### config.mk
export PLATFORM = sky130hd
export DESIGN_NAME = signal_change_logger
export DESIGN_NICKNAME = d
export VERILOG_FILES = /design/src/rtl/signal_change_logger.sv
export SDC_FILE = /design/constraint.sdc
export NUM_CORES = 1
export LEC_CHECK = 0
export ABC_AREA = 1
export CELL_PAD_IN_SITES_DETAIL_PLACEMENT = 1
export CELL_PAD_IN_SITES_GLOBAL_PLACEMENT = 2
export CORE_UTILIZATION = 43
export CTS_CLUSTER_SIZE = 8
export DETAILED_ROUTE_END_ITERATION = 10
export PLACE_DENSITY = 0.92
export REMOVE_ABC_BUFFERS = 1
export SLEW_MARGIN = 20
export SYNTH_ARGS = -nofsm -noshare
export SYNTH_HDL_FRONTEND = slang
export SYNTH_SLANG_ARGS = --single-unit
### constraint.sdc
create_clock -name clock -period 6 [get_ports clock]
set_input_delay 0.9 -clock clock [delete_from_list [all_inputs] [get_ports clock]]
set_output_delay 0.9 -clock clock [all_outputs]
set_load 0.01 [all_outputs]
### src/rtl/signal_change_logger.sv
// -----------------------------------------------------------------------------
// signal_change_logger
//   Captures every value change on a watched bus together with a free-running
//   cycle timestamp. Each (timestamp, value) record goes into a small circular
//   FIFO, and a reader drains the FIFO over a valid/ready handshake.
//
// Ports
//   clock          single clock, rising edge
//   reset          synchronous active-high reset
//   sig_in         watched bus (already synchronous to clock)
//   clear_overflow clears the sticky overflow flag (a drop in the same edge wins)
//   rd_valid       head record available
//   rd_ready       reader accepts the head record
//   rd_time        timestamp of the head record
//   rd_value       sig_in value of the head record
//   overflow       sticky: at least one record was dropped
//   level          current FIFO occupancy (0..DEPTH)
// -----------------------------------------------------------------------------
module signal_change_logger #(
  parameter int WIDTH    = 2,
  parameter int TS_WIDTH = 16,
  parameter int DEPTH    = 8
) (
  input  logic                     clock,
  input  logic                     reset,
  input  logic [WIDTH-1:0]         sig_in,
  input  logic                     clear_overflow,
  output logic                     rd_valid,
  input  logic                     rd_ready,
  output logic [TS_WIDTH-1:0]      rd_time,
  output logic [WIDTH-1:0]         rd_value,
  output logic                     overflow,
  output logic [$clog2(DEPTH):0]   level
);

  localparam int AW = $clog2(DEPTH);
  localparam logic [TS_WIDTH-1:0] TS_ONE  = {{(TS_WIDTH-1){1'b0}}, 1'b1};
  localparam logic [AW:0]         PTR_ONE = {{AW{1'b0}}, 1'b1};

  logic [TS_WIDTH-1:0] time_mem_r  [DEPTH];
  logic [WIDTH-1:0]    value_mem_r [DEPTH];
  logic [AW:0]         wr_ptr_r;
  logic [AW:0]         rd_ptr_r;
  logic [TS_WIDTH-1:0] ts_r;
  logic [WIDTH-1:0]    prev_r;
  logic                first_r;
  logic                overflow_r;

  logic                push_req_s;
  logic                pop_s;
  logic                full_s;
  logic                push_ok_s;
  logic                drop_s;

  // Pointers carry one extra wrap bit so full and empty are distinguishable.
  assign level    = wr_ptr_r - rd_ptr_r;
  assign rd_valid = (level != {(AW+1){1'b0}});
  assign full_s   = (wr_ptr_r[AW] != rd_ptr_r[AW]) &&
                    (wr_ptr_r[AW-1:0] == rd_ptr_r[AW-1:0]);

  // Head record is read straight from storage so a pop exposes the next
  // entry in the following cycle without a bubble.
  assign rd_time  = time_mem_r[rd_ptr_r[AW-1:0]];
  assign rd_value = value_mem_r[rd_ptr_r[AW-1:0]];
  assign overflow = overflow_r;

  // Push/pop decisions for the current edge.
  always_comb begin
    push_req_s = 1'b0;
    pop_s      = 1'b0;
    push_ok_s  = 1'b0;
    drop_s     = 1'b0;
    if (first_r || (sig_in != prev_r)) begin
      push_req_s = 1'b1;
    end else begin
      push_req_s = 1'b0;
    end
    pop_s = rd_valid && rd_ready;
    // A pop in the same edge frees the slot a full FIFO needs.
    if (push_req_s && (!full_s || pop_s)) begin
      push_ok_s = 1'b1;
    end else begin
      push_ok_s = 1'b0;
    end
    drop_s = push_req_s && full_s && !pop_s;
  end

  // Timestamp, change detector, FIFO storage/pointers and overflow flag.
  always_ff @(posedge clock) begin
    if (reset) begin
      ts_r       <= {TS_WIDTH{1'b0}};
      prev_r     <= {WIDTH{1'b0}};
      first_r    <= 1'b1;
      wr_ptr_r   <= {(AW+1){1'b0}};
      rd_ptr_r   <= {(AW+1){1'b0}};
      overflow_r <= 1'b0;
      for (int i = 0; i < DEPTH; i++) begin
        time_mem_r[i]  <= {TS_WIDTH{1'b0}};
        value_mem_r[i] <= {WIDTH{1'b0}};
      end
    end else begin
      ts_r    <= ts_r + TS_ONE;
      prev_r  <= sig_in;
      first_r <= 1'b0;
      if (push_ok_s) begin
        time_mem_r[wr_ptr_r[AW-1:0]]  <= ts_r;
        value_mem_r[wr_ptr_r[AW-1:0]] <= sig_in;
        wr_ptr_r                      <= wr_ptr_r + PTR_ONE;
      end
      if (pop_s) begin
        rd_ptr_r <= rd_ptr_r + PTR_ONE;
      end
      // A drop in the same edge overrides a clear request.
      if (drop_s) begin
        overflow_r <= 1'b1;
      end else if (clear_overflow) begin
        overflow_r <= 1'b0;
      end
    end
  end

endmodule

After elaboration in Yosys (flattened, before gate mapping)
Memory sizes are Yosys's and may differ from the RTL's. A register that Yosys moved wholly into a read port is not among the register bits.
Cells that the tools add are included.
Storage, ports and cells
  bits in writable memories: 144
  flip-flop bits (word level): 28
  memories: 2
  word-level logic and storage cells: 47
  output and inout bits: 24
Memories
  time_mem_r: words 8, bits a word 16, rd ports 1, clocked after Yosys merged registers in 1, write ports 8, RTL line 40  | logic [TS_WIDTH-1:0] time_mem_r [DEPTH];
  value_mem_r: words 8, bits a word 2, rd ports 1, clocked after Yosys merged registers in 1, write ports 8, RTL line 41  | logic [WIDTH-1:0] value_mem_r [DEPTH];
Cells by class
  reduce and logical (&&, ||, !) cells: 13
  eq/ne operators: 3
  add/sub/neg operators: 4
  mux-type cells: 19
Operators by type and width (number)
  $mux W3: 6
  $add A16 B1 Y16 const B: 1
  $mux W16: 1
  $reduce_or A16 Y1: 1
  $mux W1: 11
  $add A4 B1 Y4 const B: 2
  $logic_and A1 B1 Y1: 5
  $reduce_bool A4 Y1: 1
  $sub A4 B4 Y4: 1
  $eq A3 B3 Y1: 1
  $logic_not A1 Y1: 2
  $logic_or A1 B1 Y1: 2
  $mux W2: 1
  $ne A2 B2 Y1: 1
  $reduce_bool A2 Y1: 1
  $reduce_or A2 Y1: 1
  $ne A1 B1 Y1: 1

Longest topological paths before layout
Gate-level depths: netlist (run 1).
  depth in word-level cells: 11
  gate-level depth with buffers: 15

Least setup slack after synthesis (run 1)
OpenSTA, ideal clock, no wires.
  path type: reg-to-reg
  start point: register wr_ptr_r[0]
  end point: memory time_mem_r[4][0] (enable)
  setup slack: 3.031 ns
  period minus slack after synthesis: 2.969 ns
  cell stages (with the launch flop): 14
  buffers on the path: 2
  library setup time: 0.379 ns
  arrival: 2.590 ns
  data required time: 5.621 ns
  cells stage by stage: dfxtp_1 inv_2 ha_1 inv_1 fa_1 or2_0 nor2_1 nand3_2 nand2_4 nand2_4 buf_12 nand4_4 buf_6 nand2_1
RTL lines
  start, declared: RTL line 42  | logic [AW:0] wr_ptr_r;
  start signal, assigned: RTL line 94  | wr_ptr_r <= {(AW+1){1'b0}};
  start signal, assigned: RTL line 108  | wr_ptr_r <= wr_ptr_r + PTR_ONE;
  end, declared: RTL line 40

==> results.sh, run 1 <==
export IMPL_run_status="finished, final reports clean"
export IMPL_route_vias_total=5777
export IMPL_final_common_cell="sky130_fd_sc_hd__nor2_1"
export IMPL_timing_critical_path_fanout_max=37
export IMPL_netlist_area_um2=7770
export IMPL_initial_core_util_pct=44.4
export IMPL_leak_pwr_nw=3.05
export IMPL_synth_seq_area_share_pct=63.7
export IMPL_worstHoldStart="overflow"
export IMPL_ys_warn_count=0
export IMPL_postCtsSetupRepairBufs=0
export IMPL_place_hpwl_mm=12.9
export IMPL_cts_resized=0
export IMPL_setup_tns_final_ps=0
export IMPL_critical_path_startpoint_type="flip-flop"
export IMPL_cts_buffers_inserted=17
export IMPL_drv_cap=0
export IMPL_grt_setup_unrepaired="false"
export IMPL_clock_tree_root_cell="sky130_fd_sc_hd__clkbuf_16"
export IMPL_wirelength_mm=21.1
export IMPL_post_synth_cell_area_avg_um2=9.91
export IMPL_post_layout_nonfiller_instances=1032
export IMPL_gp_routability_congestion=0.762
export IMPL_core_area_um2=17500
export IMPL_path_clk_slew_ps=70
export IMPL_n_fill_cell=1914
export IMPL_design_die_area_um2=18600
export IMPL_drc=0
export IMPL_final_number_of_hold_violating_endpoints=0
export IMPL_timing_hold_worst_class="flip-flop to flip-flop"
export IMPL_drt_initial_drc_count=515
export IMPL_tritoncts_num_sinks=175
export IMPL_rows=48
export IMPL_grt_first_pass_wirelength_mm=33.4
export IMPL_cts_tree="done"
export IMPL_final_max_slew_viol_count=0
export IMPL_finalSetupViolCount=0
export IMPL_worst_slack_ps=2080
export IMPL_yosysTopAreaCellShare_pct=55.7
export IMPL_synthesis_instances=784
export IMPL_worst_setup_path_type="flip-flop to output pin"
export IMPL_p_per_area_nw_per_um2=366
export IMPL_irDropWorstVdd_mv=0.256
export IMPL_avgViaCountPerCell=5.60
export IMPL_total_of_flip_flops_plus_latches_after_synthesis=175
export IMPL_timing_slew_headroom_pct=24.2
export IMPL_chipWidth_um=136
export IMPL_fmax_mhz=255
export IMPL_final_min_period_over_clock_period_pct=65.3
export IMPL_top_level_ports=30
export IMPL_placed_cells_incl_taps=1000
export IMPL_grt_util_all_layers_pct=24.4
export IMPL_fin_skew_ps=11.1
export IMPL_cp_end_kind="output pin"
export IMPL_placement_setup_worst_slack_ps=1810
export IMPL_numPortBuffers=29
export IMPL_hold_ws_ps=478
export IMPL_ys_types=34
export IMPL_syn_to_final_growth_pct=12.9
export IMPL_mostFrequentLayoutCells="sky130_fd_sc_hd__nor2_1, sky130_fd_sc_hd__edfxtp_1, sky130_fd_sc_hd__o21ai_0"
export IMPL_timing_worst_slew_pin_value_ps=1130
export IMPL_ant_nets=0
export IMPL_timing_critical_path_arrival_ps=3020
export IMPL_yosys_area_top_type="sky130_fd_sc_hd__edfxtp_1"
export IMPL_layout_drive_gt1_share_pct=6.44
export IMPL_cts_root_to_sink_buffers=2
export IMPL_pin_count_of_the_biggest_net_entering_global_routing=73
export IMPL_antenna_found_initial=0
export IMPL_grt_pass1_vias=6151
export IMPL_rr_worst_depth=11
export IMPL_worstPathRequired_ps=5100
export IMPL_rr_startpoint="wr_ptr_r[0]"
export IMPL_final_period_demand_of_the_worst_path_ps=3920
export IMPL_htree_levels=4
export IMPL_dieHeight_um=136
export IMPL_min_path_cells=2
export IMPL_gr_total_overflow=0
export IMPL_ant_diodes=0
export IMPL_final_net_count=807
export IMPL_post_synth_main_area_contributors="sky130_fd_sc_hd__edfxtp_1, sky130_fd_sc_hd__nor2_1, sky130_fd_sc_hd__dfxtp_1"
export IMPL_firstDrtPassIters=5
export IMPL_number_of_buffers_added_to_fix_hold_violations_after_cts=0
export IMPL_clock_insertion_delay_worst_skew_ps=430
export IMPL_routed_wire_length_per_instance_um=20.4
-- per-layer routing --
layer	track usage, %	share of wire [%]	vias to the layer above
li1	-	-	2685
met1	29.9	42	2886
met2	42.3	51	164
met3	4.21	4.4	42
met4	10.4	2.3	0
met5	0	0	-
-- kinds of logic (layout without fill, tap and decap cells) --
family,after synthesis,after routing,synth area share [%]
AOI/OAI and AO/OA,138,138,9.57
xor gates and xnor gates,2,2,0.226
adders and majority gates,7,7,1.22
buffers and inverters,81,104,4.69
DFF,175,175,63.7
and+or+nand+nor,381,381,20.6
-- cell type report --
cell class | count | area, um^2 | share of cell area (%)
flip-flops and latches | 175 | 4950 | 56.4
repair buffers | 32 | 313 | 3.57
well taps | 225 | 282 | 3.21
clock inverters | 14 | 189 | 2.15
multi-input cells | 528 | 2460 | 28.0
inverters | 40 | 151 | 1.73
clock buffers | 18 | 429 | 4.89
-- power by group --
| group | total, W | internal (W) | switching [W] |
|---|---|---|---|
| clock | 0.00116 | 0.000696 | 0.000468 |
| combinational | 0.000637 | 0.000243 | 0.000394 |
| sequential | 0.00141 | 0.00138 | 0.0000283 |
| total | 0.00321 | 0.00232 | 0.000891 |
-- stage by stage --
step	utilization (%)	power [W]	instance area, um^2
6_report	50.2	0.00321	8770
3_3_place_gp	46.6	0.00204	8150
2_1_floorplan	-	0.00178	7550
5_1_grt	50.2	0.00333	8770
4_1_cts	50.2	0.00322	8770
3_5_place_dp	46.6	0.00207	8150
-- final timing paths --
path | end | slack, ps
min | overflow | 480
max reg2reg | time_mem_r[6][1] | 2180
min reg2reg | overflow | 480
max | rd_time[7] | 2080
-- Yosys cell counts, drive strengths merged --
master  instances
nor3            7
o21ai          82
nor3b           1
o21a            1
nand2          46
buf            15
a31oi          18
or2             1
clkbuf         26
inv            27
nor2          300
a21oi          18
clkinv         13
xor2            2
nand4           5
dfxtp          31
o211a           1
o22ai          18
fa              1
nand3          21
edfxtp        144
ha              6
-- registers in the layout, summed over array words and instances, names as in the netlist, named ones only --
name	flops
ts_r	16
value_mem_r	16
time_mem_r	128
rd_ptr_r	4
wr_ptr_r	4
prev_r	2
overflow	1
first_r	1
-- worst max-delay path, cell delays in order, from the launching register on --
cell and delay (ps):
sky130_fd_sc_hd__dfxtp_1 310, sky130_fd_sc_hd__buf_4 380, sky130_fd_sc_hd__clkinv_1 360, sky130_fd_sc_hd__buf_4 360, sky130_fd_sc_hd__nor2_1 150, sky130_fd_sc_hd__o21ai_0 110
sky130_fd_sc_hd__a31oi_1 310, sky130_fd_sc_hd__clkdlybuf4s50_1 600
(Power assumes the default switching activity.)
==> run 2, diff against run 1 <==
CORE_UTILIZATION = 36   (was 43)
PLACE_DENSITY = 0.83   (was 0.92)
clock period = 3.3 ns   (was 6 ns; I/O delays follow)
==> results.sh, run 2 (synthesis gave the netlist of run 1 again) <==
export IMPL_crit_reg2reg_capture="time_mem_r[3][3]"
export IMPL_dieHeight_um=149
export IMPL_n_fill_cell=2387
export IMPL_pin_count_of_the_biggest_net_entering_global_routing=40
export IMPL_placed_cells_incl_taps=1074
export IMPL_initial_core_util_pct=36.8
export IMPL_worstHoldStart="overflow"
export IMPL_final_min_period_over_clock_period_pct=95.5
export IMPL_crit_start="wr_ptr_r[0]"
export IMPL_worst_setup_path_endpoint="rd_valid"
export IMPL_drc=0
export IMPL_irDropWorstVdd_mv=0.385
export IMPL_cts_buffers_inserted=17
export IMPL_flip_flop_count_of_the_largest_register_all_copies_and_words_added=128
export IMPL_clock_insertion_delay_worst_skew_ps=440
export IMPL_top_level_ports=30
export IMPL_critical_path_startpoint_type="flip-flop"
export IMPL_run_status="finished, final reports clean"
export IMPL_cp_end_kind="output pin"
export IMPL_leak_pwr_nw=3.15
export IMPL_gp_routability_congestion=0.806
export IMPL_htree_levels=4
export IMPL_syn_to_final_growth_pct=15.6
export IMPL_timing_worst_slew_pin_value_ps=807
export IMPL_rr_startpoint="wr_ptr_r[0]"
export IMPL_place_hpwl_mm=14.1
export IMPL_cts_tree="done"
export IMPL_path_clk_slew_ps=60
export IMPL_avgViaCountPerCell=5.31
export IMPL_mostFrequentLayoutCells="sky130_fd_sc_hd__nor2_1, sky130_fd_sc_hd__edfxtp_1, sky130_fd_sc_hd__o21ai_0"
export IMPL_design_die_area_um2=22200
export IMPL_ant_nets=0
export IMPL_ant_diodes=0
export IMPL_core_area_um2=21100
export IMPL_numPortBuffers=29
export IMPL_antenna_found_initial=0
export IMPL_p_per_area_nw_per_um2=641
export IMPL_wirelength_mm=21.9
export IMPL_rr_worst_depth=12
export IMPL_ff2ff_setup_slack_ps=350
export IMPL_dpl_cell_area_um2=8400
export IMPL_postCtsSetupRepairBufs=0
export IMPL_firstDrtPassIters=5
export IMPL_largest_register="time_mem_r"
export IMPL_routed_wire_length_per_instance_um=19.8
export IMPL_final_max_slew_viol_count=0
export IMPL_final_period_demand_of_the_worst_path_ps=3150
export IMPL_worst_slack_ps=149
export IMPL_final_number_of_hold_violating_endpoints=0
export IMPL_finalSetupViolCount=0
export IMPL_cts_root_to_sink_buffers=2
export IMPL_timing_critical_path_arrival_ps=2660
export IMPL_layout_drive_gt1_share_pct=8.90
export IMPL_drv_cap=0
export IMPL_rows=53
export IMPL_finish_instance_area_um2=8980
export IMPL_post_layout_nonfiller_instances=1106
export IMPL_final_net_count=831
export IMPL_fin_skew_ps=8.02
export IMPL_timing_critical_path_fanout_max=8
export IMPL_drt_initial_drc_count=524
export IMPL_placement_setup_worst_slack_ps=333
export IMPL_grt_first_pass_wirelength_mm=34.6
export IMPL_route_vias_total=5868
export IMPL_worstPathRequired_ps=2800
export IMPL_gr_total_overflow=0
export IMPL_final_common_cell="sky130_fd_sc_hd__nor2_1"
export IMPL_timing_hold_worst_class="flip-flop to flip-flop"
export IMPL_biggestRegsByFlops="time_mem_r x128, ts_r x16, value_mem_r x16"
export IMPL_tritoncts_num_sinks=175
export IMPL_grt_pass1_vias=6108
export IMPL_fmax_mhz=317
export IMPL_worst_setup_path_type="flip-flop to output pin"
export IMPL_clock_tree_root_cell="sky130_fd_sc_hd__clkbuf_16"
export IMPL_chipWidth_um=149
export IMPL_setup_tns_final_ps=0
export IMPL_grt_setup_unrepaired="false"
export IMPL_timing_slew_headroom_pct=46.2
export IMPL_grt_util_all_layers_pct=21.1
-- run 2: cell types whose count changed in the layout (fill, tap and decap cells not counted) --
| cell | before | now |
|---|---|---|
| sky130_fd_sc_hd__dfxtp_2 | 1 | 0 |
| sky130_fd_sc_hd__clkinv_1 | 14 | 16 |
| sky130_fd_sc_hd__buf_4 | 3 | 26 |
| sky130_fd_sc_hd__buf_12 | 0 | 1 |
| sky130_fd_sc_hd__bufinv_16 | 4 | 2 |
| sky130_fd_sc_hd__clkinvlp_4 | 4 | 2 |
| sky130_fd_sc_hd__inv_6 | 2 | 4 |
| sky130_fd_sc_hd__dfxtp_4 | 0 | 1 |
-- run 2: area by class of cell --
class | count | area (um^2) | share of cell area [%]
Clock inverter | 14 | 140 | 1.56
Timing Repair Buffer | 56 | 505 | 5.63
Multi-Input combinational cell | 528 | 2460 | 27.4
Clock buffer | 18 | 429 | 4.78
Sequential cell | 175 | 4950 | 55.1
Inverter | 40 | 150 | 1.67
Tap cell | 275 | 344 | 3.83
-- run 2: how the worst min path moves through the flow --
| stage | depth (start not counted) | endpoint |
|---|---|---|
| final | 2 | overflow |
| after detailed placement | 2 | overflow |
| after floorplan | 1 | ts_r[0] |
| after CTS | 2 | overflow |
| after global placement | 1 | ts_r[0] |
| after global routing | 2 | overflow |
-- run 2: routing by layer --
metal / global-route usage [%] / up-vias / share of wire, %
met3: 4.74 / 25 / 5.2
li1: - / 2731 / -
met2: 35.2 / 143 / 49
met4: 5.97 / 0 / 1.6
met5: 0 / - / 0
met1: 27.5 / 2969 / 44
-- run 2: power breakdown --
group	internal (W)	switching [W]
logic	0.000477	0.000718
clock network	0.00111	0.000870
registers	0.00250	0.0000711
-- run 2: critical path, stage by stage (launching register included) --
cell	delay (ps)
sky130_fd_sc_hd__dfxtp_1	380
sky130_fd_sc_hd__inv_2	140
sky130_fd_sc_hd__ha_1	220
sky130_fd_sc_hd__inv_1	90
sky130_fd_sc_hd__fa_1	430
sky130_fd_sc_hd__or2_0	230
sky130_fd_sc_hd__nor2_1	130
sky130_fd_sc_hd__nand3_2	110
sky130_fd_sc_hd__clkdlybuf4s50_1	490
-- run 2: what timing repair did --
action                     in CTS  in global routing
hold buffers                    0                  0
hold endpoints to repair        0                  0
resized for setup               0                  1
setup endpoints to repair       0                  1
-- run 2: through the flow --
step / power (W) / utilization (%) / hold slack, ps
floorplan: 0.00323 / - / 430
global placement: 0.00379 / 39.9 / 449
detailed placement: 0.00381 / 39.9 / 464
CTS: 0.00578 / 42.6 / 479
global route: 0.00600 / 42.6 / 503
finish: 0.00575 / 42.6 / 473
==> run 3, diff against run 2 <==
CORE_MARGIN = 4   (was not set)
==> results.sh, run 3 (synthesis gave the netlist of run 1 again) <==
export IMPL_final_period_demand_of_the_worst_path_ps=3020
export IMPL_chipWidth_um=155
export IMPL_n_fill_cell=2354
export IMPL_p_per_area_nw_per_um2=648
export IMPL_final_net_count=835
export IMPL_tritoncts_num_sinks=175
export IMPL_cp_buffers_inverters=2
export IMPL_layout_drive_gt1_share_pct=9.23
export IMPL_worstPathRequired_ps=2800
export IMPL_cp_top_family="buffers and inverters"
export IMPL_avgViaCountPerCell=5.13
export IMPL_final_min_period_over_clock_period_pct=91.7
export IMPL_clock_tree_root_cell="sky130_fd_sc_hd__clkbuf_16"
export IMPL_syn_to_final_growth_pct=16.3
export IMPL_grt_first_pass_wirelength_mm=34.0
export IMPL_numPortBuffers=29
export IMPL_cts_tree="done"
export IMPL_worstPathCellList="buf_4, o21ai_0, o22ai_1, nor2_1, a31oi_1, clkdlybuf4s50_1"
export IMPL_placed_cells_incl_taps=1078
export IMPL_post_layout_nonfiller_instances=1109
export IMPL_timing_critical_path_fanout_max=36
export IMPL_place_hpwl_mm=13.1
export IMPL_power_sequential_fraction_pct=43.5
export IMPL_route_vias_total=5684
export IMPL_cp_end_kind="output pin"
export IMPL_gr_total_overflow=0
export IMPL_final_common_cell="sky130_fd_sc_hd__nor2_1"
export IMPL_total_power_w=0.00585
export IMPL_cts_root_to_sink_buffers=2
export IMPL_min_path_cells=1
export IMPL_finalSetupViolCount=0
export IMPL_irDropWorstVdd_mv=0.311
export IMPL_postCtsSetupRepairBufs=0
export IMPL_largest_register="time_mem_r"
export IMPL_rr_worst_depth=12
export IMPL_gp_routability_congestion=0.759
export IMPL_final_number_of_hold_violating_endpoints=0
export IMPL_clock_power_share_pct=35.7
export IMPL_grt_pass1_vias=6046
export IMPL_biggestRegsByFlops="time_mem_r x128, ts_r x16, value_mem_r x16"
export IMPL_firstDrtPassIters=4
export IMPL_clock_insertion_delay_worst_skew_ps=430
export IMPL_critical_path_startpoint_type="flip-flop"
export IMPL_timing_hold_worst_class="flip-flop to flip-flop"
export IMPL_internal_power_w=0.00423
export IMPL_core_area_um2=21200
export IMPL_timing_slew_headroom_pct=56.9
export IMPL_cts_buffers_inserted=17
export IMPL_fmax_mhz=331
export IMPL_rows=53
export IMPL_drc=0
export IMPL_grt_util_all_layers_pct=18.4
export IMPL_flip_flop_count_of_the_largest_register_all_copies_and_words_added=128
export IMPL_routed_wire_length_per_instance_um=19.2
export IMPL_worstHoldStart="ts_r[0]"
export IMPL_run_status="finished, final reports clean"
export IMPL_rr_startpoint="wr_ptr_r[0]"
export IMPL_htree_levels=4
export IMPL_critical_path_s_largest_stage_delay_ps=620
export IMPL_power_share_combinational_pct=20.7
export IMPL_pin_count_of_the_biggest_net_entering_global_routing=49
export IMPL_timing_critical_path_arrival_ps=2530
export IMPL_timing_worst_slew_pin_value_ps=643
export IMPL_swShare_pct=27.7
export IMPL_crit_reg2reg_capture="time_mem_r[5][1]"
export IMPL_worst_setup_path_type="flip-flop to output pin"
export IMPL_drt_initial_drc_count=415
export IMPL_initial_core_util_pct=36.7
export IMPL_switchingPower_w=0.00162
export IMPL_fin_skew_ps=6.25
export IMPL_grt_setup_unrepaired="false"
export IMPL_wirelength_mm=21.3
export IMPL_mostFrequentLayoutCells="sky130_fd_sc_hd__nor2_1, sky130_fd_sc_hd__edfxtp_1, sky130_fd_sc_hd__o21ai_0"
export IMPL_ant_diodes=0
export IMPL_final_max_slew_viol_count=0
export IMPL_critPathSlowestCell="sky130_fd_sc_hd__clkdlybuf4s50_1"
export IMPL_leak_pwr_nw=3.19
export IMPL_setup_tns_final_ps=0
export IMPL_dieHeight_um=155
export IMPL_ant_nets=0
export IMPL_design_die_area_um2=24000
export IMPL_holdPathEnd="ts_r[0]"
export IMPL_drv_cap=0
export IMPL_path_clk_slew_ps=60
export IMPL_antenna_found_initial=0
export IMPL_top_level_ports=30
export IMPL_ff2ff_setup_slack_ps=400
==> run 3: area by class of cell <==
type	instances	area, um^2	share of cell area [%]
flip-flops and latches	175	4950	54.7
multi-input cells	528	2460	27.2
clock inverters	13	170	1.88
clock buffers	18	429	4.75
repair buffers	60	538	5.95
inverters	40	150	1.66
well taps	275	344	3.81
==> run 3: timing repair <==
action / in CTS / in global routing
setup endpoints to repair: 0 / 1
hold buffers: 0 / 0
gates resized for setup: 0 / 1
==> run 3: worst max path at each step <==
stage / end / slack, ps / cells after the start
6_report: rd_time[4] / 280 / 6
5_1_grt: rd_time[8] / 100 / 6
4_1_cts: rd_valid / 130 / 8
3_5_place_dp: time_mem_r[5][1] / 420 / 12
3_3_place_gp: time_mem_r[5][0] / 510 / 12
2_1_floorplan: rd_time[0] / 180 / 5
==> run 3: power by group through the flow <==
| stage | sequential, W | combinational (W) | clock, W |
|---|---|---|---|
| after detailed placement | 0.00260 | 0.00122 | 0 |
| after CTS | 0.00255 | 0.00123 | 0.00213 |
| after global placement | 0.00259 | 0.00122 | 0 |
| final | 0.00255 | 0.00121 | 0.00209 |
| after global routing | 0.00256 | 0.00135 | 0.00222 |
| after floorplan | 0.00263 | 0.000605 | 0 |
==> run 3: per-stage QoR <==
step | hold WS, ps | setup slack (ps) | area, um^2 | util (%)
final | 460 | 275 | 9040 | 42.7
after CTS | 466 | 132 | 9030 | 42.7
after global routing | 498 | 101 | 9040 | 42.7
after detailed placement | 451 | 419 | 8430 | 39.9
after global placement | 448 | 511 | 8430 | 39.9
after floorplan | 430 | 181 | 7550 | -
==> run 3: worst register-to-register path: stages (launching register included) <==
cell	delay, ps
sky130_fd_sc_hd__dfxtp_1	330
sky130_fd_sc_hd__inv_2	190
sky130_fd_sc_hd__ha_1	180
sky130_fd_sc_hd__inv_1	70
sky130_fd_sc_hd__fa_1	500
sky130_fd_sc_hd__or2_0	110
sky130_fd_sc_hd__nor2_1	50
sky130_fd_sc_hd__nand3_2	90
sky130_fd_sc_hd__nand2_4	80
sky130_fd_sc_hd__nand2_4	210
sky130_fd_sc_hd__nand3_4	290
sky130_fd_sc_hd__nand2_1	140
sky130_fd_sc_hd__buf_4	320
==> run 3: per-layer routing <==
metal	share of wire, %	track usage, %
met2	49	30.8
met3	3.3	3.06
met5	0	0
met1	46	24.8
met4	2.1	5.47
